$ cat config.mk
export PLATFORM = sky130hd
export DESIGN_NAME = phy_rx_param_flat
export DESIGN_NICKNAME = d
export VERILOG_FILES = /design/src/rtl/phy_rx_param_if.sv /design/src/rtl/phy_rx_param.sv /design/src/flat_wrapper.sv
export SDC_FILE = /design/constraint.sdc
export NUM_CORES = 1
export LEC_CHECK = 0
export CORE_MARGIN = 2
export CORE_UTILIZATION = 23
export CTS_CLUSTER_DIAMETER = 120
export CTS_CLUSTER_SIZE = 8
export DETAILED_ROUTE_END_ITERATION = 8
export PLACE_DENSITY = 0.42
export SLEW_MARGIN = 15
export SYNTH_ARGS = -nofsm -noshare
export SYNTH_HDL_FRONTEND = slang
export SYNTH_SLANG_ARGS = --single-unit
export TNS_END_PERCENT = 30
$ cat constraint.sdc
create_clock -name clk_32f -period 2.25 [get_ports clk_32f]
set_input_delay 0.3375 -clock clk_32f [delete_from_list [all_inputs] [get_ports clk_32f]]
set_output_delay 0.3375 -clock clk_32f [all_outputs]
set_load 0.01 [all_outputs]
$ cat src/rtl/phy_rx_param_if.sv
// Serial-in / lane-parallel-out bundle for the comma-aligned receiver.
// The master side feeds serial bits; the slave side (the receiver) drives the lane outputs.
interface phy_rx_param_if #(
    parameter int DATA_WIDTH = 8,
    parameter int NUM_LANES  = 4
);
    logic                            serial_in;
    logic [NUM_LANES*DATA_WIDTH-1:0] data_out;
    logic [NUM_LANES-1:0]            valid_out;
    logic                            out_strobe;
    logic                            idle_out;
    logic                            sync_ok;

    modport master (
        output serial_in,
        input  data_out, valid_out, out_strobe, idle_out, sync_ok
    );

    modport slave (
        input  serial_in,
        output data_out, valid_out, out_strobe, idle_out, sync_ok
    );
endinterface

$ cat src/rtl/phy_rx_param.sv
// Serial receiver: comma-based symbol alignment, sync/loss tracking, and
// deserialisation of aligned symbols into NUM_LANES parallel output lanes.
module phy_rx_param #(
    parameter int                    DATA_WIDTH = 8,
    parameter int                    NUM_LANES  = 4,
    parameter logic [DATA_WIDTH-1:0] COM        = DATA_WIDTH'(8'hBC),
    parameter int                    SYNC_COUNT = 4,
    parameter int                    LOS_COUNT  = 4
) (
    input  logic         clk_32f,
    input  logic         rst,
    phy_rx_param_if.slave bus
);
    localparam int BW = $clog2(DATA_WIDTH);
    localparam int LW = (NUM_LANES > 1) ? $clog2(NUM_LANES) : 1;
    localparam int CW = $clog2(SYNC_COUNT + 1);
    localparam int SW = $clog2(LOS_COUNT + 1);

    typedef enum logic [0:0] {SEARCH, SYNCED} state_t;

    state_t                          state, state_next;
    logic [DATA_WIDTH-2:0]           hist;
    logic [DATA_WIDTH-1:0]           sr_next;
    logic                            match, boundary;
    logic [BW-1:0]                   bit_cnt;
    logic [CW-1:0]                   com_cnt, com_upd;
    logic [SW-1:0]                   los_cnt, los_inc;
    logic                            acquire, los_hit;
    logic [LW-1:0]                   lane;
    logic                            last_lane;
    logic [DATA_WIDTH-1:0]           word_buf [NUM_LANES];
    logic [NUM_LANES-1:0]            vbuf;
    logic [NUM_LANES*DATA_WIDTH-1:0] round_data, data_q;
    logic [NUM_LANES-1:0]            round_valid, valid_q;
    logic                            strobe_q, idle_q;

    // Only the low DATA_WIDTH-1 history bits are kept; the oldest bit falls off on every shift.
    assign sr_next   = {hist, bus.serial_in};
    assign match     = (sr_next == COM);
    assign boundary  = (bit_cnt == BW'(DATA_WIDTH - 1));
    assign last_lane = (lane == LW'(NUM_LANES - 1));

    // A comma only extends the run when it lands exactly one symbol after the previous one.
    assign com_upd = (boundary && com_cnt != '0)
                   ? ((com_cnt == CW'(SYNC_COUNT)) ? com_cnt : com_cnt + CW'(1))
                   : CW'(1);
    assign los_inc = (los_cnt == SW'(LOS_COUNT)) ? los_cnt : los_cnt + SW'(1);
    assign acquire = match && (com_upd == CW'(SYNC_COUNT));
    assign los_hit = match && !boundary && (los_inc == SW'(LOS_COUNT));

    always_comb begin
        round_data  = '0;
        round_valid = '0;
        for (int k = 0; k < NUM_LANES - 1; k++) begin
            round_data[k*DATA_WIDTH +: DATA_WIDTH] = word_buf[k];
            round_valid[k]                         = vbuf[k];
        end
        round_data[(NUM_LANES-1)*DATA_WIDTH +: DATA_WIDTH] = sr_next;
        round_valid[NUM_LANES-1]                           = !match;
    end

    always_ff @(posedge clk_32f) begin
        if (rst) state <= SEARCH;
        else     state <= state_next;
    end

    always_comb begin
        state_next = state;
        case (state)
            SEARCH:  if (acquire) state_next = SYNCED;
            SYNCED:  if (los_hit) state_next = SEARCH;
            default: state_next = SEARCH;
        endcase
    end

    always_ff @(posedge clk_32f) begin
        if (rst) begin
            hist     <= '0;
            bit_cnt  <= '0;
            com_cnt  <= '0;
            los_cnt  <= '0;
            lane     <= '0;
            vbuf     <= '0;
            data_q   <= '0;
            valid_q  <= '0;
            strobe_q <= 1'b0;
            idle_q   <= 1'b1;
            for (int k = 0; k < NUM_LANES; k++) word_buf[k] <= '0;
        end else begin
            hist     <= sr_next[DATA_WIDTH-2:0];
            bit_cnt  <= boundary ? '0 : bit_cnt + BW'(1);
            strobe_q <= 1'b0;
            if (state == SEARCH) begin
                if (match) begin
                    bit_cnt <= '0;
                    com_cnt <= com_upd;
                    if (acquire) begin
                        lane    <= '0;
                        los_cnt <= '0;
                    end
                end else if (boundary) begin
                    com_cnt <= '0;
                end
            end else if (los_hit) begin
                // Lost alignment: drop the partial round but keep the last delivered data.
                com_cnt <= '0;
                los_cnt <= '0;
                lane    <= '0;
                valid_q <= '0;
                idle_q  <= 1'b1;
            end else begin
                if (match) los_cnt <= boundary ? '0 : los_inc;
                if (boundary) begin
                    word_buf[lane] <= sr_next;
                    vbuf[lane]     <= !match;
                    lane           <= last_lane ? '0 : lane + LW'(1);
                    if (last_lane) begin
                        data_q   <= round_data;
                        valid_q  <= round_valid;
                        strobe_q <= 1'b1;
                        idle_q   <= (round_valid == '0);
                    end
                end
            end
        end
    end

    assign bus.data_out   = data_q;
    assign bus.valid_out  = valid_q;
    assign bus.out_strobe = strobe_q;
    assign bus.idle_out   = idle_q;
    assign bus.sync_ok    = (state == SYNCED);
endmodule

$ cat src/flat_wrapper.sv
// flat-port wrapper written by rule: the top's interface ports become plain ports
module phy_rx_param_flat 
#(
    parameter int                    DATA_WIDTH = 8,
    parameter int                    NUM_LANES  = 4,
    parameter logic [DATA_WIDTH-1:0] COM        = DATA_WIDTH'(8'hBC),
    parameter int                    SYNC_COUNT = 4,
    parameter int                    LOS_COUNT  = 4
)
  (clk_32f, rst, bus_serial_in, bus_data_out, bus_valid_out, bus_out_strobe, bus_idle_out, bus_sync_ok);
  phy_rx_param_if #(.DATA_WIDTH(DATA_WIDTH), .NUM_LANES(NUM_LANES)) bus_i ();
  input  logic clk_32f;
  input  logic rst;
  input wire logic [$bits(bus_i.serial_in)-1:0] bus_serial_in;
  output wire logic [$bits(bus_i.data_out)-1:0] bus_data_out;
  output wire logic [$bits(bus_i.valid_out)-1:0] bus_valid_out;
  output wire logic [$bits(bus_i.out_strobe)-1:0] bus_out_strobe;
  output wire logic [$bits(bus_i.idle_out)-1:0] bus_idle_out;
  output wire logic [$bits(bus_i.sync_ok)-1:0] bus_sync_ok;
  assign bus_i.serial_in = bus_serial_in;
  assign bus_data_out = bus_i.data_out;
  assign bus_valid_out = bus_i.valid_out;
  assign bus_out_strobe = bus_i.out_strobe;
  assign bus_idle_out = bus_i.idle_out;
  assign bus_sync_ok = bus_i.sync_ok;
  phy_rx_param #(.DATA_WIDTH(DATA_WIDTH), .NUM_LANES(NUM_LANES), .COM(COM), .SYNC_COUNT(SYNC_COUNT), .LOS_COUNT(LOS_COUNT)) u_core (.clk_32f(clk_32f), .rst(rst), .bus(bus_i));
endmodule
== Word-level counts from Yosys, hierarchy flattened ==
Memories as Yosys holds them, arrays and structs flattened. A register that Yosys moved wholly into a read port is not among the register bits.
Index checks and enable logic that the tools add are counted.
Storage, ports and cells
  bits in registers: 61
  RAM bits: 32
  word-level logic and storage cells: 98
  output and inout port bits: 39
  memories: 1
Cells by class
  multiplexer cells: 45
  add/sub/neg operators: 4
  reductions and logical operators: 23
  $lt $le $gt $ge: 2
  bitwise gates (word level): 3
  equality and inequality tests: 9
Memories
  u_core.word_buf: depth 4, bits a word 8, read ports 3, clocked after Yosys merged registers in 3, write ports 4, RTL line phy_rx_param.sv:31  | logic [DATA_WIDTH-1:0] word_buf [NUM_LANES];
Operators by type and width (count)
  3-bit 2-to-1 mux: 16
  3-bit == test, second input constant: 5
  1-bit 2-to-1 mux: 15
  2-bit 2-to-1 mux: 7
  4-bit 2-to-1 mux: 3
  3-bit AND reduction: 4
  2-bit nonzero test: 5
  3-bit by 1-bit adder with 3-bit output, second input constant: 3
  8-bit == test, second input constant: 1
  8-bit 2-to-1 mux: 1
  8-bit OR reduction: 1
  3-bit nonzero test: 2
  1-bit logical AND: 5
  4-bit bitwise mux: 1
  4-bit logical NOT: 1
  4-bit AND reduction: 1
  4-bit OR reduction: 1
  2-bit by 3-bit less-than comparator with 1-bit output, second input constant: 1
  3-bit != test, second input constant: 1
  1-bit NOT: 3
  2-bit by 1-bit adder with 2-bit output, second input constant: 1
  1-bit demux with 2-bit select: 1
  2-bit == test, second input constant: 1
  2-bit by 1-bit >= comparator with 1-bit output, second input constant: 1
  4 further kinds: 5

== Logic depth before layout (Yosys ltp) ==
Gate-level depths: netlist of the first run.
  word-level depth: 10
  gate-level depth with buffers: 8

== Worst setup path before layout of the first run ==
OpenSTA, ideal clock, no wires.
  path kind: register -> register
  start: register u_core.bit_cnt[0]
  end: memory u_core.word_buf[0][0], enable pin
  setup slack: 0.092 ns
  stages on the path, launching flop included: 9
  required time: 1.921 ns
  arrival: 1.829 ns
  period minus slack after synthesis: 2.158 ns
  cell sequence: dfxtp_1 ha_1 ha_1 clkbuf_1 and2_1 buf_2 nand2_1 nor3_1 or2_1
RTL lines
  start, declared: RTL line phy_rx_param.sv:25  | logic [BW-1:0] bit_cnt;
  start signal, assigned: RTL line phy_rx_param.sv:91  | bit_cnt <= boundary ? '0 : bit_cnt + BW'(1);
  end, declared: RTL line phy_rx_param.sv:31

== Final worst setup path of the first run ==
  start: register u_core.los_cnt[0]
  end: register u_core.com_cnt[0]
Between the ends
  word-level cells in the longest chain between the ends: 6
Ends and longest elaborated chain
  start, declared: RTL line phy_rx_param.sv:27  | logic [SW-1:0] los_cnt, los_inc;
  start signal, assigned: RTL line phy_rx_param.sv:112  | if (match) los_cnt <= boundary ? '0 : los_inc;
  3-bit by 1-bit adder with 3-bit output / 3-bit == test (equally long branches): RTL line phy_rx_param.sv:47  | assign los_inc = (los_cnt == SW'(LOS_COUNT)) ? los_cnt : los_cnt + SW'(1);
  3-bit 2-to-1 mux *: RTL line phy_rx_param.sv:47
  3-bit == test *: RTL line phy_rx_param.sv:49  | assign los_hit = match && !boundary && (los_inc == SW'(LOS_COUNT));
  1-bit logical AND *: RTL line phy_rx_param.sv:49
  2-bit != test (no source line) *
  2-bit AND reduction (no source line) *
  end signal, assigned: RTL line phy_rx_param.sv:96  | com_cnt <= com_upd;
  end, declared: RTL line phy_rx_param.sv:26  | logic [CW-1:0] com_cnt, com_upd;
Mark *: on every way between the ends. The rest lies on a longest branch, timed or not.
A chain may end at the register's enable or synchronous reset.

==> metrics.md, run 1 <==
| Metric | Value |
|---|---|
| Finish-stage setup viols | 0 |
| Vias | ~2500 |
| Main flop type after synthesis | dfxtp_1 |
| Avg Cell Area, Syn | 9.694 um^2 |
| Total gr overflow | 0 |
| Die height | approximately 130 um |
| Detail Route Antenna Nets | 0 |
| Async SR Flop Fraction | 0% |
| DRT iter0 DRCs | roughly 160 |
| Port bufs | 41 |
| H-tree depth | 3 |
| CP Buf/Inv Count | 1 |
| HP Start | rst |
| Die Width | 125.3 um |
| Clock sink count | 84 |
| Worst Skew | 0.008717 ns |
| CP Class | reg2reg |
| Crit end category | register |
| Number of buffers created by CTS | 9 |
| Reg-to-reg startpoint | u_core.los_cnt[0] |
| RSZ-0062 raised after global routing | no |
| Total routed wirelength | between 7 and 8 mm |
| Final HPWL DP | around 5.4 mm |
| Register area share after synthesis | 56.80% |
| Cells along the critical path | inv_1, ha_1, or3b_1, a311o_2, a221oi_2, a21oi_1 |
| Final setup TNS | 0 ns |
| Row count | 44 |
| Least-Margin Pin Slew | 0.6212 ns |
| Max Fanout on Critical Path | 9 |
| Initial antenna violation count | 0 |
| Pre-Repair DR Iteration Count | 4 |
| Slew headroom | 58.43% |
| Post-route DRC | 0 |
| HP Class | in2reg |
| Final setup margin | between 0.15 and 0.2 ns |
| Slowest cell on the critical path | a311o_2 |
| CTS max path bufs | 2 |
| Wire per inst | 13.53 um |
| Syn Nets | around 360 |
| Syn Inst Count | ~350 |
| Final core occ | ~30% |
| Post-CTS Setup Inserts | 0 |
| Gr usage total | about 10% |
| Dpl ws | roughly 0.096 ns |
| Power density cells | approximately 740 nW/um^2 |
| CTS tree | done |
| Crit path max-delay family | compound AO/OA/AOI/OAI gates |
| Yosys warns | 0 |
| Layout cell share with drive strength beyond 1 | under 10% |
| Status | complete, no violations |
| Crit path required time | 2.46 ns |
| Synth cell types | 40 |
| Synth Register Bits | 84 |
| Crit path launch | u_core.los_cnt[0] |
| Max-slew violations | 0 |
| Core Area | around 14000 um^2 |
| Maximum clock rate | a little under 500 MHz |
| Worst vdd ir | 0.3570 mV |
| Arr. time, crit path | ~2.3 ns |
| Vias in the first global route | roughly 2500 |
| Leakage power | 1.505 nW |
| Hold Vio Cnt, Final | 0 |
| Via density | 4.329 |
| Initial Util | between 20% and 30% |
| Antenna diodes | 0 |
| Final net count | about 410 |
| Post-synth EDFFs | 24 |
| Largest net degree at the start of global routing | 60 |
| CP Launch Type | register |
| Die area | 15700 um^2 |
| Area delta synth->final | 29.47% |
| Final critical-path required period | between 2 and 2.5 ns |
| Reg clk slew, reported paths | roughly 0.06 ns |
| Clock Latency Late Sink | between 0.3 and 0.4 ns |
| Max Cap Viol | 0 |
| First-pass GRT wire length | about 13 mm |
| Cell area after synthesis | roughly 3400 um^2 |
| # IOs | 42 |
| CTS root buf | clkbuf_16 |
| Final worst path period share | about 91% |
| CP max stage delay | between 0.4 and 0.5 ns |
| GP Congestion | between 0.7 and 0.8 |
## worst min-delay path, stage by stage
cell     delay, ns
buf_2         0.12
inv_1         0.11
o311a_1       0.12
## flip-flops by register name, summed over array words and instances (netlist names), 2 cells and up
signal / count
bus_data_out: 24
u_core.word_buf: 24
u_core.bus.data_out: 8
u_core.hist: 7
u_core.bus.valid_out: 4
u_core.bit_cnt: 3
u_core.com_cnt: 3
u_core.los_cnt: 3
u_core.vbuf: 3
u_core.lane: 2
## report_power, final
| group | total (W) | switching (W) | leakage (nW) | internal, W |
|---|---|---|---|---|
| registers | 0.00160 | 0.0000221 | 0.733 | 0.00158 |
| logic | 0.0000868 | 0.0000565 | 0.624 | 0.0000303 |
| clock network | 0.00156 | 0.000586 | 0.149 | 0.000972 |
## cell usage after synthesis, types with 2 or more instances
cell	number	area, um^2
a311oi_1	3	26.28
ha_1	10	125.1
o311ai_1	4	35.03
dfxtp_1	60	1201
a32oi_1	2	17.52
a31oi_1	2	12.51
and3b_1	2	17.52
nor2_1	8	30.03
nand2b_1	4	25.02
a22oi_1	4	30.03
nor3_1	4	20.02
o2111ai_1	2	17.52
and2_1	28	175.2
nand2_1	71	266.5
o31ai_1	2	15.01
o21ai_0	2	10.01
edfxtp_1	24	720.7
clkbuf_1	19	71.32
a211o_1	2	17.52
nor2b_1	8	50.05
or2_1	3	18.77
a21oi_1	43	215.2
o21ai_1	7	35.03
o211ai_1	3	22.52
nand3_1	7	35.03
nor4bb_1	2	20.02
inv_1	10	37.54
## stage by stage
| stage | hold slack [ns] | cell area, um^2 | total power [W] | std cells |
|---|---|---|---|---|
| after floorplan | 0.4072 | 3383 | 0.001687 | 349 |
| after global placement | 0.4258 | 4060 | 0.001723 | 568 |
| after detailed placement | 0.4326 | 4060 | 0.001724 | 568 |
| after CTS | 0.4037 | 4378 | 0.003292 | 584 |
| after global routing | 0.4367 | 4380 | 0.003374 | 584 |
| final | 0.3953 | 4380 | 0.003247 | 584 |
## worst paths after layout
| kind | endpoint | slack, ns | cells past startpoint |
|---|---|---|---|
| min | u_core.bus.sync_ok | 0.40 | 3 |
| max reg2reg | u_core.com_cnt[0] | 0.20 | 6 |
| max | u_core.com_cnt[0] | 0.20 | 6 |
| min reg2reg | u_core.bit_cnt[0] | 0.44 | 1 |
## kinds of logic after synthesis
logic type | Yosys count | synth area share [%]
DFF | 84 | 56.80
adders and majority gates | 10 | 3.698
AOI/OAI and AO/OA | 80 | 14.76
and+or+nand+nor | 145 | 21.38
buffers and inverters | 30 | 3.365
## area by class of cell
| type | count | area (um^2) |
|---|---|---|
| multi-input combinational | 235 | 1349 |
| sequential | 84 | 1923 |
| timing repair buffer | 55 | 523.0 |
| fill | 1507 | 10100 |
| clock buffer | 10 | 229.0 |
| tap | 184 | 230.2 |
| inverter | 10 | 37.54 |
| clock inverter | 6 | 88.84 |
## per-layer routing
layer  vias to the layer above  global-route usage (%)  part of all wire [%]  wire length [um]
met2                        42                   16.34                    47              3687
met4                         0                   4.771                   2.1               166
li1                       1304                       -                     -                 -
met5                         -                       0                     0                 0
met1                      1168                   13.51                    47              3753
met3                        14                   2.268                   3.7               293
## placed cells by master (no fill, tap or decap), types with 2 or more instances in the layout
| master | Yosys | final |
|---|---|---|
| nand2_1 | 71 | 71 |
| dfxtp_1 | 60 | 59 |
| a21oi_1 | 43 | 43 |
| clkdlybuf4s50_1 | 0 | 40 |
| and2_1 | 28 | 28 |
| edfxtp_1 | 24 | 24 |
| buf_4 | 0 | 13 |
| inv_1 | 10 | 10 |
| ha_1 | 10 | 10 |
| clkbuf_16 | 0 | 9 |
| nor2_1 | 8 | 8 |
| nor2b_1 | 8 | 8 |
| nand3_1 | 7 | 7 |
| o21ai_1 | 7 | 7 |
| nor3_1 | 4 | 4 |
| nand2b_1 | 4 | 4 |
| o311ai_1 | 4 | 4 |
| a22oi_1 | 4 | 4 |
| or2_1 | 3 | 3 |
| a311oi_1 | 3 | 3 |
| o211ai_1 | 3 | 3 |
| nor4bb_1 | 2 | 2 |
| and3b_1 | 2 | 2 |
| a32oi_1 | 2 | 2 |
| o31ai_1 | 2 | 2 |
| a211o_1 | 2 | 2 |
| a31oi_1 | 2 | 2 |
| o21ai_0 | 2 | 2 |
| o2111ai_1 | 2 | 2 |
| bufinv_16 | 0 | 2 |
| clkinvlp_4 | 0 | 2 |
## repair_timing
action / 4_1_cts / 5_1_grt
hold buffers: 0 / 0
gates resized for setup: 0 / 2
setup endpoints to repair: 0 / 4
Power figures use the tool's default switching activity.
==> run 2: changes to the inputs <==
PLACE_DENSITY = 0.47   (was 0.42)
==> run 2 against run 1 <==
  * Non-clock buffer count increased by 1
  * Routed wire length decreased by 2.8%
  * Register-to-register slack improved by 0.04 ns
  * Cell area increased by 0.43%
  * Via count increased by 2.4%
  * Setup slack improved by 0.037 ns
  * Critical path depth unchanged
  * Combinational power about the same
  * Count of clock-buffer cells in the layout unchanged
  * Critical path type unchanged
==> metrics.md, run 2 (synthesis results as in run 1) <==
| Metric | Value |
|---|---|
| Clock Latency Late Sink | 0.33 ns (about the same) |
| CTS max path bufs | 2 (unchanged) |
| Total gr overflow | 0 (unchanged) |
| Reg clk slew, reported paths | 0.06 ns (about the same) |
| Worst Skew | 0.008084 ns (was 0.008717 ns) |
| Vias in the first global route | 2498 (was 2494) |
| Total power | 0.003361 W (was 0.003247 W) |
| Final worst path period share | 89.54% (was 91.19%) |
| Most frequent cells in the layout | nand2_1 (71), dfxtp_1 (59), a21oi_1 (43) (unchanged) |
| Arr. time, crit path | 2.23 ns (was 2.27 ns) |
| Core Area | 14480 um^2 (unchanged) |
| Maximum clock rate | 496.4 MHz (was 487.4 MHz) |
| DRT iter0 DRCs | 173 (was 159) |
| Commonest non-fill, non-tap cell in the layout | nand2_1 (unchanged) |
| Number of buffers created by CTS | 9 (unchanged) |
| CTS tree | done (unchanged) |
| Finish-stage setup viols | 0 (unchanged) |
| RSZ-0062 raised after global routing | no (unchanged) |
| Worst vdd ir | 0.3580 mV (was 0.3570 mV) |
| Largest net degree at the start of global routing | 33 (was 60) |
| Initial Util | 23.37% (unchanged) |
| Port bufs | 41 (unchanged) |
| Max-slew violations | 0 (unchanged) |
| Internal | 0.002695 W (was 0.002583 W) |
| Wire per inst | 13.13 um (was 13.53 um) |
| Pre-Repair DR Iteration Count | 4 (unchanged) |
| H-tree depth | 3 (unchanged) |
| Max Cap Viol | 0 (unchanged) |
| Die area | 15700 um^2 (unchanged) |
| GP Congestion | 0.7043 (was 0.7494) |
| Switching Fraction | 19.82% (was 20.47%) |
| Max Fanout on Critical Path | 9 (unchanged) |
| Area delta synth->final | 30.03% (was 29.47%) |
| Gr usage total | 10.16% (was 10.34%) |
| Cells along the critical path | inv_1, ha_1, or3b_1, a311o_2, a221oi_2, a21oi_1 (unchanged) |
| Initial antenna violation count | 0 (unchanged) |
| Via density | 4.426 (was 4.329) |
| Power density cells | 764.0 nW/um^2 (was 741.4 nW/um^2) |
| Final critical-path required period | 2.015 ns (was 2.052 ns) |
| Die Width | 125.3 um (unchanged) |
| Final HPWL DP | 5.382 mm (was 5.366 mm) |
| First-pass GRT wire length | 12.74 mm (was 12.92 mm) |
| Comb power frac | 2.6% (was 2.7%) |
| Hold Vio Cnt, Final | 0 (unchanged) |
| Crit end category | register (unchanged) |
| Final net count | 409 (was 408) |
| CP Class | reg2reg (unchanged) |
| Die height | 125.3 um (unchanged) |
| HP Class | in2reg (unchanged) |
| Least-Margin Pin Slew | 0.6099 ns (was 0.6212 ns) |
| # IOs | 42 (unchanged) |
| Vias | 2589 (was 2528) |
| Sequential Power Share | 47.6% (was 49.4%) |
| Crit path required time | 2.47 ns (was 2.46 ns) |
| Clock sink count | 84 (unchanged) |
| Antenna diodes | 0 (unchanged) |
| CP Buf/Inv Count | 1 (unchanged) |
| Post-route DRC | 0 (unchanged) |
| CP Launch Type | register (unchanged) |
| Row count | 44 (unchanged) |
| Leakage power | 1.512 nW (was 1.505 nW) |
| Total routed wirelength | 7.683 mm (was 7.902 mm) |
| Layout cell share with drive strength beyond 1 | 8.728% (was 8.500%) |
| Sw power | 0.0006663 W (was 0.0006646 W) |
| Crit path max-delay family | compound AO/OA/AOI/OAI gates (unchanged) |
| Slew headroom | 59.19% (was 58.43%) |
| Detail Route Antenna Nets | 0 (unchanged) |
| CP max stage delay | 0.47 ns (was 0.48 ns) |
| Slowest cell on the critical path | a311o_2 (unchanged) |
| Clock Power Share | 49.8% (was 48.0%) |
| CTS root buf | clkbuf_16 (unchanged) |
| Status | complete, no violations (unchanged) |
| Final setup TNS | 0 ns (unchanged) |
run 2: changes by cell type in the layout (fill, tap and decap cells not counted):
cell,change
bufinv_16,+1
clkinvlp_4,+1
buf_12,-1
buf_4,+2
clkinv_2,-1
clkinv_4,-1
run 2: path summary, 6_finish.rpt:
kind / from / end / slack (ns) / cells after the start
worst min-delay path: rst / u_core.bus.sync_ok / 0.37 / 3
worst max register to register: u_core.los_cnt[0] / u_core.com_cnt[0] / 0.24 / 6
worst min register to register: u_core.bit_cnt[0] / u_core.bit_cnt[0] / 0.45 / 1
worst max-delay path: u_core.los_cnt[0] / u_core.com_cnt[0] / 0.24 / 6
run 2: final cells by class:
type                       count  area, um^2
clock buffer                  10       229.0
clock inverter                 6       112.6
fill                        1490       10080
inverter                      10       37.54
multi-input combinational    235        1349
sequential                    84        1923
tap                          184       230.2
timing repair buffer          56       518.0
run 2: metrics by stage:
stage | utilization (%) | hold slack [ns] | instances | setup slack (ns) | cell area, um^2
final | 30.38 | 0.3745 | 585 | 0.2354 | 4399
after global routing | 30.38 | 0.4026 | 585 | 0.1110 | 4399
after CTS | 30.37 | 0.3726 | 585 | 0.09001 | 4397
after detailed placement | 28.01 | 0.4435 | 569 | 0.09325 | 4055
after global placement | 28.01 | 0.4252 | 569 | 0.1681 | 4055
after floorplan | - | 0.4072 | 349 | 0.09197 | 3383
run 2: power groups by stage:
stage	logic (W)	clock network [W]	registers, W
2_1_floorplan	0.0000594	0	0.00163
3_3_place_gp	0.0000871	0	0.00163
3_5_place_dp	0.0000882	0	0.00163
4_1_cts	0.0000885	0.00172	0.00160
5_1_grt	0.000102	0.00177	0.00160
6_report	0.0000867	0.00167	0.00160
run 2: worst reg2reg max path, stage by stage (launching register included):
cell and delay [ns]:
dfxtp_2 0.39, inv_1 0.07, ha_1 0.21, or3b_1 0.37, a311o_2 0.47, a221oi_2 0.30, a21oi_1 0.10
run 2: routing by layer:
metal  global-route usage [%]  up-vias  share of wire [%]  wire [um]
li1                         -     1310                  -          -
met1                    13.77     1214                 49       3799
met2                    14.83       54                 44       3411
met3                    2.867       11                4.2        320
met4                    5.033        0                2.0        152
met5                        0        -                  0          0
run 2: repair_timing:
action,CTS,global route
endpoints found under the hold margin,0,0
hold buffers,0,0
endpoints found under the setup margin,0,2
resized for setup,0,2
buffers inserted,0,0
